File: src/rtl/golden_nonce_arbiter_pkg.sv
// Shared types and helpers for the golden-nonce arbiter.
package golden_nonce_arbiter_pkg;

  localparam int NONCE_W = 32;

  // Widest core index needed for the largest supported core count (16).
  // Narrower configurations zero-extend into this field.
  localparam int CORE_W_MAX = 4;

  // Ceiling log2, usable in parameter expressions.
  function automatic int clog2(input int value);
    int result;
    result = 0;
    while ((1 << result) < value) begin
      result = result + 1;
    end
    return result;
  endfunction

  // One queued report: the nonce and the core that found it.
  typedef struct packed {
    logic [NONCE_W-1:0]    nonce;
    logic [CORE_W_MAX-1:0] core;
  } gn_entry_t;

endpackage

File: src/rtl/golden_nonce_arbiter_gn_fifo.sv
// Synchronous show-ahead FIFO: o_rdata always shows the head entry.
// DEPTH must be a power of two so the pointers wrap naturally.
module gn_fifo
  import golden_nonce_arbiter_pkg::*;
#(
  parameter int WIDTH = 36,
  parameter int DEPTH = 8,
  localparam int PTR_W = clog2(DEPTH),
  localparam int CNT_W = PTR_W + 1
) (
  input  logic             clk,
  input  logic             rst_n,
  input  logic             i_push,
  input  logic [WIDTH-1:0] i_wdata,
  input  logic             i_pop,
  output logic [WIDTH-1:0] o_rdata,
  output logic             o_empty,
  output logic             o_full,
  output logic [CNT_W-1:0] o_count
);

  logic [WIDTH-1:0] r_mem [DEPTH];
  logic [PTR_W-1:0] r_wr_ptr;
  logic [PTR_W-1:0] r_rd_ptr;
  logic [CNT_W-1:0] r_count;
  logic             w_push_ok;
  logic             w_pop_ok;

  assign w_push_ok = i_push && !o_full;
  assign w_pop_ok  = i_pop && !o_empty;

  // Storage array; contents need no reset because o_empty qualifies the head.
  always_ff @(posedge clk) begin
    if (w_push_ok) begin
      r_mem[r_wr_ptr] <= i_wdata;
    end
  end

  // Pointer and occupancy bookkeeping; push+pop together leaves the count alone.
  always_ff @(posedge clk or negedge rst_n) begin
    if (!rst_n) begin
      r_wr_ptr <= '0;
      r_rd_ptr <= '0;
      r_count  <= '0;
    end else begin
      if (w_push_ok) begin
        r_wr_ptr <= r_wr_ptr + 1'b1;
      end
      if (w_pop_ok) begin
        r_rd_ptr <= r_rd_ptr + 1'b1;
      end
      case ({w_push_ok, w_pop_ok})
        2'b10:   r_count <= r_count + 1'b1;
        2'b01:   r_count <= r_count - 1'b1;
        default: r_count <= r_count;
      endcase
    end
  end

  assign o_rdata = r_mem[r_rd_ptr];
  assign o_empty = (r_count == '0);
  assign o_full  = (r_count == CNT_W'(DEPTH));
  assign o_count = r_count;

endmodule

File: src/rtl/golden_nonce_arbiter.sv
// Golden-nonce arbiter: captures per-core match strobes, serialises them
// round-robin into a show-ahead FIFO and reports them over valid/ready.
// CORE_W must equal clog2(NUM_CORES) (minimum 1); FIFO_DEPTH a power of two.
module golden_nonce_arbiter
  import golden_nonce_arbiter_pkg::*;
#(
  parameter int NUM_CORES  = 4,
  parameter int FIFO_DEPTH = 8,
  parameter int CORE_W     = 2,
  localparam int LVL_W     = clog2(FIFO_DEPTH) + 1
) (
  input  logic                           hash_clk,
  input  logic                           reset_n,
  input  logic [NUM_CORES-1:0]           core_match,
  input  logic [NONCE_W*NUM_CORES-1:0]   core_nonce,
  input  logic [NUM_CORES-1:0]           core_busy,
  output logic                           gn_valid,
  output logic [NONCE_W-1:0]             gn_nonce,
  output logic [CORE_W-1:0]              gn_core,
  input  logic                           gn_ready,
  output logic                           any_busy,
  output logic [7:0]                     drop_cnt,
  output logic [LVL_W-1:0]               fifo_level
);

  localparam int DROP_W = clog2(NUM_CORES + 1);
  localparam int IDX_W  = CORE_W + 1;

  logic [NUM_CORES-1:0] r_pending;
  logic [NONCE_W-1:0]   r_hold [NUM_CORES];
  logic [CORE_W-1:0]    r_rr_ptr;
  logic [7:0]           r_drop_cnt;
  logic                 r_any_busy;

  logic                 w_grant;
  logic [CORE_W-1:0]    w_winner;
  logic [CORE_W-1:0]    w_rr_next;
  logic [NUM_CORES-1:0] w_drop_vec;
  logic [DROP_W-1:0]    w_drop_num;
  logic [8:0]           w_drop_sum;
  logic [7:0]           w_drop_next;
  logic                 w_pop;
  logic                 w_fifo_empty;
  logic                 w_fifo_full;
  logic [LVL_W-1:0]     w_fifo_count;
  gn_entry_t            w_push_entry;
  gn_entry_t            w_head;

  // Round-robin pick: first pending core at or after rr_ptr, only while the
  // FIFO has room as of the start of the cycle (a same-cycle pop does not count).
  always_comb begin
    logic [IDX_W-1:0] idx;
    w_grant  = 1'b0;
    w_winner = '0;
    idx      = '0;
    if (!w_fifo_full) begin
      for (int k = 0; k < NUM_CORES; k++) begin
        idx = {1'b0, r_rr_ptr} + IDX_W'(k);
        if (idx >= IDX_W'(NUM_CORES)) begin
          idx = idx - IDX_W'(NUM_CORES);
        end
        if (!w_grant && r_pending[idx[CORE_W-1:0]]) begin
          w_grant  = 1'b1;
          w_winner = idx[CORE_W-1:0];
        end
      end
    end
  end

  assign w_rr_next = (w_winner == CORE_W'(NUM_CORES - 1)) ? '0 : w_winner + 1'b1;

  // A new strobe on a core whose previous nonce is still waiting (and not
  // leaving this cycle) overwrites it; count every such loss.
  always_comb begin
    w_drop_num = '0;
    for (int i = 0; i < NUM_CORES; i++) begin
      w_drop_vec[i] = core_match[i] && r_pending[i] &&
                      !(w_grant && (w_winner == CORE_W'(i)));
      w_drop_num    = w_drop_num + DROP_W'(w_drop_vec[i]);
    end
    w_drop_sum  = {1'b0, r_drop_cnt} + 9'(w_drop_num);
    w_drop_next = (w_drop_sum > 9'd255) ? 8'hFF : w_drop_sum[7:0];
  end

  // Capture stage, pending bookkeeping, rr pointer and drop counter.
  always_ff @(posedge hash_clk or negedge reset_n) begin
    if (!reset_n) begin
      r_pending  <= '0;
      r_rr_ptr   <= '0;
      r_drop_cnt <= '0;
      for (int i = 0; i < NUM_CORES; i++) begin
        r_hold[i] <= '0;
      end
    end else begin
      for (int i = 0; i < NUM_CORES; i++) begin
        if (core_match[i]) begin
          r_pending[i] <= 1'b1;
          r_hold[i]    <= core_nonce[i*NONCE_W +: NONCE_W];
        end else if (w_grant && (w_winner == CORE_W'(i))) begin
          r_pending[i] <= 1'b0;
        end
      end
      if (w_grant) begin
        r_rr_ptr <= w_rr_next;
      end
      r_drop_cnt <= w_drop_next;
    end
  end

  // Busy aggregation, one cycle of latency.
  always_ff @(posedge hash_clk or negedge reset_n) begin
    if (!reset_n) begin
      r_any_busy <= 1'b0;
    end else begin
      r_any_busy <= |core_busy;
    end
  end

  assign w_push_entry.nonce = r_hold[w_winner];
  assign w_push_entry.core  = CORE_W_MAX'(w_winner);
  assign w_pop              = gn_valid && gn_ready;

  gn_fifo #(
    .WIDTH ($bits(gn_entry_t)),
    .DEPTH (FIFO_DEPTH)
  ) u_fifo (
    .clk     (hash_clk),
    .rst_n   (reset_n),
    .i_push  (w_grant),
    .i_wdata (w_push_entry),
    .i_pop   (w_pop),
    .o_rdata (w_head),
    .o_empty (w_fifo_empty),
    .o_full  (w_fifo_full),
    .o_count (w_fifo_count)
  );

  // Head fields are forced to zero while empty so reset leaves clean outputs
  // even though the FIFO storage itself is not cleared.
  assign gn_valid   = !w_fifo_empty;
  assign gn_nonce   = gn_valid ? w_head.nonce : '0;
  assign gn_core    = gn_valid ? CORE_W'(w_head.core) : '0;
  assign any_busy   = r_any_busy;
  assign drop_cnt   = r_drop_cnt;
  assign fifo_level = w_fifo_count;

endmodule

File: config.mk
export PLATFORM = sky130hd
export DESIGN_NAME = golden_nonce_arbiter
export DESIGN_NICKNAME = d
export VERILOG_FILES = /design/src/rtl/golden_nonce_arbiter_pkg.sv /design/src/rtl/golden_nonce_arbiter_gn_fifo.sv /design/src/rtl/golden_nonce_arbiter.sv
export SDC_FILE = /design/constraint.sdc
export NUM_CORES = 1
export LEC_CHECK = 0
export BUFFER_PORTS_ARGS = -buffer_cell sky130_fd_sc_hd__clkbuf_2
export CAP_MARGIN = 15
export CELL_PAD_IN_SITES_DETAIL_PLACEMENT = 0
export CELL_PAD_IN_SITES_GLOBAL_PLACEMENT = 1
export CORE_MARGIN = 2
export CORE_UTILIZATION = 51
export CTS_CLUSTER_SIZE = 24
export DETAILED_ROUTE_END_ITERATION = 16
export PLACE_DENSITY = 0.77
export SYNTH_ARGS = -nofsm -noshare
export SYNTH_HDL_FRONTEND = slang
export SYNTH_HIERARCHICAL = 1
export SYNTH_SLANG_ARGS = --single-unit
File: constraint.sdc
create_clock -name hash_clk -period 4.5 [get_ports hash_clk]
set_input_delay 0.9 -clock hash_clk [delete_from_list [all_inputs] [get_ports hash_clk]]
set_output_delay 0.9 -clock hash_clk [all_outputs]
set_load 0.005 [all_outputs]
==> metrics, run 1 <==
status=complete, no violations; die area=36820 sq um; CTS Buf Count=44; Initial DRT Pass Iterations=4; drt wl/cell=22.19 um; maxcap violations=0; RD Place Congestion=0.7851; post-CTS resize count=0; Top Metal Used=met5; Starting Density=0.5199; placed cell area=19480 sq um; area delta synth->final=16.07%; H-tree levels=2; Row Count=68; routed wire length=37.14 mm; clock-pin transition on the worst setup and hold timing paths=0.06 ns; Synth Cell Area=18000 sq um; antenna violations before repair=6; drt drc=0; syn nets=1127; number of DRC markers in iteration 0=506; critical-path maximum fanout=10; Mapped Avg Cell Area=18.48 sq um; WP data required=4.92 ns; FMAX=0.2462 GHz; first-pass GRT wire length=57.04 mm; met2 WL=17.15 mm; P_leak=8.319 nW; CP Class=reg2reg; ANT cells=0; pwr/cell area=789.0 nW/um^2; Final TNS setup=0 ns; Max rail drop VDD=525.9 uV; CTS tree=yes; RR Endpoint=drop_cnt[5]; Setup Fix Bufs, Post-CTS=0; CTS max path bufs=3; vias post-DR=9251; Slew headroom=0.3587; hold_buf cts=0; r2r worst-path depth=14; Final period util=0.9026; Die Wd=191.9 um; RSZ-0062 raised after global routing=false; Routed Antenna Nets=0; vias in the first global route=9668; Worst EP arrival=4.48 ns; design area=20900 sq um; TritonCTS sink count=425; Port-buffer cells=186; max-slew violations=0; Clock Latency Late Sink=0.54 ns; crit start category=register; Ports=187; Met3 Wirelength=2.743 mm; Congestion Overflow GR=0; Clock Skews=0.01647 ns; layout cells sized above 1=0.3872; Fin. Hold Viols=0; WL met1=16.48 mm; fin nets=1339; type of the worst min-delay path=in2async; CTS root buf=clkbuf_16; core outline area=34630 sq um; reg2reg setup slack=0.44 ns; dpl hpwl=23.93 mm; vias per inst=5.526; Mapped Cells=974; Hold WS=0.4974 ns; All-Layer GR Usage=0.2090; Worst-Margin Slew=0.9620 ns; # setup viols final=0; synthesis warning total=6; r2r startpoint=u_fifo/o_count[0]; largest net degree at the start of global routing=105; Die Span Y=191.9 um; crit end category=register; min cycle time layout=4.062 ns
-- metal layers --
layer / GRT usage / vias to the layer above
li1: - / 4211
met1: 0.2924 / 4704
met2: 0.3273 / 263
met3: 0.06103 / 61
met4: 0.04763 / 12
met5: 0 / -
-- worst max-delay path, cell delays in order, from the launching register on --
cell and delay [ns]:
dfrtp_1 0.47, or4b_4 0.59, inv_1 0.22, a221o_2 0.17
inv_1 0.14, ha_1 0.22, inv_1 0.06, o211ai_1 0.11
fa_1 0.52, inv_1 0.05, fa_1 0.41, fa_1 0.48
and3_1 0.21, nand3_1 0.22, nand2_1 0.09
-- final cells by class --
class | instances | area, sq um
clock buffers | 61 | 1217
multi-input cells | 478 | 5654
clock inverters | 18 | 196.4
fillers | 2584 | 13730
inverters | 20 | 75.07
flip-flops and latches | 425 | 12000
repair buffers | 217 | 1182
well taps | 455 | 569.3
-- report_power, final --
| group | internal (W) | switching (W) | total (W) |
|---|---|---|---|
| combinational | 0.00268 | 0.00345 | 0.00612 |
| clock | 0.00212 | 0.00143 | 0.00354 |
| sequential | 0.00629 | 0.000524 | 0.00682 |
-- metrics by stage --
stage / cells / setup slack [ns] / power (W) / utilization
after floorplan: 974 / 0.5199 / 0.01098 / -
after global placement: 1595 / 0.5120 / 0.01291 / 0.5626
after detailed placement: 1595 / 0.4524 / 0.01310 / 0.5626
after CTS: 1674 / 0.4238 / 0.01668 / 0.6034
after global routing: 1674 / 0.2042 / 0.01740 / 0.6034
final: 1674 / 0.4384 / 0.01649 / 0.6034
-- flip-flops by register name, summed over array words and instances (netlist names) --
register,flops
u_fifo/r_mem,272
r_hold,128
drop_cnt,8
r_pending,4
u_fifo/o_count,4
u_fifo/r_rd_ptr,3
u_fifo/r_wr_ptr,3
r_rr_ptr,2
any_busy,1
-- worst max path at each step --
stage | from | to | slack [ns] | depth (start not counted)
after global routing | u_fifo/o_count[0] | drop_cnt[5] | 0.20 | 14
after detailed placement | u_fifo/o_count[0] | drop_cnt[4] | 0.45 | 14
final | u_fifo/o_count[0] | drop_cnt[5] | 0.44 | 14
after floorplan | u_fifo/o_count[3] | u_fifo/r_mem[1][0] | 0.52 | 5
after CTS | u_fifo/o_count[0] | drop_cnt[5] | 0.42 | 14
after global placement | u_fifo/o_count[0] | drop_cnt[2] | 0.51 | 14
-- cells in the final DEF (no fill, tap or decap), drive strengths merged, types with 8 or more instances in the layout --
| cell | instances |
|---|---|
| edfxtp | 272 |
| clkbuf | 246 |
| mux2 | 166 |
| dfrtp | 153 |
| mux2i | 97 |
| mux4 | 68 |
| nor2b | 37 |
| buf | 32 |
| inv | 21 |
| nand2 | 14 |
| clkinv | 13 |
| nor2 | 11 |
| ha | 10 |
| nand2b | 10 |
| nand3 | 8 |
| xnor2 | 8 |
No activity file was read; power rests on OpenSTA's default activity.
==> run 2, diff against run 1 <==
--- a/config.mk
+++ b/config.mk
@@ -14,6 +14,7 @@
 export CTS_CLUSTER_SIZE = 24
 export DETAILED_ROUTE_END_ITERATION = 16
 export PLACE_DENSITY = 0.77
+export REMOVE_ABC_BUFFERS = 1
 export SYNTH_ARGS = -nofsm -noshare
 export SYNTH_HDL_FRONTEND = slang
 export SYNTH_HIERARCHICAL = 1
==> run 2 against run 1 <==
Compared with the run above:
- count of clock-buffer cells in the layout is 1 higher
- total power is 1.2% lower
- register-to-register slack better by 0.03 ns
- setup slack better by 0.033 ns
- critical endpoint is now drop_cnt[2]
- hold slack better by 0.0055 ns
- global-route usage is 0.086 points lower
- sequential power is 0.7% lower
- routed wire length hardly changed
- highest routed layer is now met4
- die area stayed put
- clock skew is 0.0068 ns higher
==> metrics, run 2 (synthesis results as in run 1) <==
layout cells sized above 1=0.3871; Post-Place Worst Slack=0.4813 ns; post-layout util=0.6013; crit end category=register; r2r worst-path depth=14; Die Span Y=191.9 um; # setup viols final=0; Biggest register=u_fifo/r_mem; All-Layer GR Usage=0.2082; TritonCTS sink count=425; min-delay src=r_hold[32]; routed wire length=37.16 mm; Port-buffer cells=186; Worst EP arrival=4.45 ns; slowest cell on the critical path=or4b_4; Max rail drop VDD=493.9 uV; P_leak=8.274 nW; fin nets=1336; type of the worst min-delay path=reg2reg; first-pass GRT wire length=56.90 mm; CTS Buf Count=43; drt wl/cell=22.25 um; cell mode on critical path=inv_1; maxcap violations=0; FMAX=0.2482 GHz; core outline area=34630 sq um; Die Wd=191.9 um; vias in the first global route=9581; design area=20820 sq um; vias per inst=5.568; Final WS setup=0.4716 ns; crit start category=register; largest net degree at the start of global routing=112; CTS tree=yes; Worst Hold Path EP=r_hold[32]; antenna violations before repair=0; delay-heaviest family, CP=adder cells; Sw Ratio=0.3278; Slew headroom=0.3057; vias post-DR=9299; pwr/cell area=782.1 nW/um^2; hold_buf cts=0; Worst-Margin Slew=1.041 ns; CP bufs+invs=4; max incr delay on CP=0.59 ns; Ports=187; CTS max path bufs=3; critical-path maximum fanout=10; H-tree levels=2; register share of total power=0.416; WP data required=4.92 ns; CTS root buf=clkbuf_16; Clock Skews=0.02328 ns; die area=36820 sq um; number of DRC markers in iteration 0=691; drt drc=0; Initial DRT Pass Iterations=5; most common cell after layout, fill and taps aside=edfxtp_1; post-CTS resize count=0; r2r startpoint=u_fifo/o_count[0]; total internal power=0.01095 W; Starting Density=0.5199; FILL cells=2517; Final TNS setup=0 ns; commonest non-fill, non-tap cells in the layout=272 x edfxtp_1, 185 x clkbuf_2, 166 x mux2_2, 151 x dfrtp_1, 97 x mux2i_1; Fin. Hold Viols=0; Setup Fix Bufs, Post-CTS=0; power share of the clock group=0.209; Psw=0.005339 W; dpl hpwl=23.58 mm; Largest register FFs=272; Clock Latency Late Sink=0.54 ns; clock-pin transition on the worst setup and hold timing paths=0.07 ns; min cycle time layout=4.028 ns; RD Place Congestion=0.7879; status=complete, no violations; CP Class=reg2reg; placed cell area=19470 sq um; critical-path cell list=or4b_4, inv_1, a221o_2, inv_1, ha_1, inv_1, o211ai_1, fa_1, inv_1, fa_1, fa_1, and3_1, nand3_1, nand2_1; Congestion Overflow GR=0; area delta synth->final=15.65%; reg2reg setup slack=0.47 ns; Row Count=68; Routed Antenna Nets=0; max-slew violations=0; RSZ-0062 raised after global routing=false; Gate power share=0.375; Final period util=0.8952; hold path cells=1; RR Endpoint=drop_cnt[2]
run 2: changes by cell type in the layout (fill, tap and decap cells not counted), moves of 2 or more:
cell | before | now
buf_4 | 30 | 28
clkbuf_16 | 46 | 43
clkbuf_8 | 1 | 3
clkinv_1 | 7 | 3
run 2: per-stage QoR:
| step | cells | power, W | hold slack, ns |
|---|---|---|---|
| finish | 1670 | 0.01629 | 0.5029 |
| global route | 1669 | 0.01723 | 0.5153 |
| floorplan | 923 | 0.01024 | 0.4799 |
| global placement | 1593 | 0.01284 | 0.4882 |
| CTS | 1669 | 0.01646 | 0.5073 |
| detailed placement | 1593 | 0.01303 | 0.4945 |
run 2: worst max path at each step:
stage | end | start | slack (ns) | cells after the start
after CTS | drop_cnt[5] | u_fifo/o_count[0] | 0.49 | 16
after floorplan | drop_cnt[0] | u_fifo/o_count[3] | -2.47 | 14
after global placement | drop_cnt[0] | u_fifo/o_count[0] | 0.55 | 14
final | drop_cnt[2] | u_fifo/o_count[0] | 0.47 | 14
after detailed placement | drop_cnt[5] | u_fifo/o_count[0] | 0.48 | 14
after global routing | drop_cnt[4] | u_fifo/o_count[0] | 0.11 | 16
run 2: power groups by stage:
stage	Sequential, W	Clock [W]	Combinational (W)
after floorplan	0.00663	0	0.00361
after global routing	0.00690	0.00364	0.00668
after detailed placement	0.00685	0	0.00618
after global placement	0.00677	0	0.00607
final	0.00677	0.00341	0.00610
after CTS	0.00678	0.00348	0.00620
run 2: cell type report:
type	instances	area, sq um	share of cell area
inverter	20	75.07	0.003606
tap	455	569.3	0.02734
timing repair buffer	215	1167	0.05607
clock buffer	62	1181	0.05673
clock inverter	14	170.2	0.008173
antenna	1	2.502	0.0001202
multi-input combinational	478	5654	0.2716
sequential	425	12000	0.5764
run 2: per-layer routing:
metal | track usage | vias to the layer above | wire length (um)
li1 | - | 4211 | -
met1 | 0.3011 | 4793 | 16690
met2 | 0.3213 | 251 | 17080
met3 | 0.05536 | 44 | 2840
met4 | 0.04320 | 0 | 545
met5 | 0 | - | 0
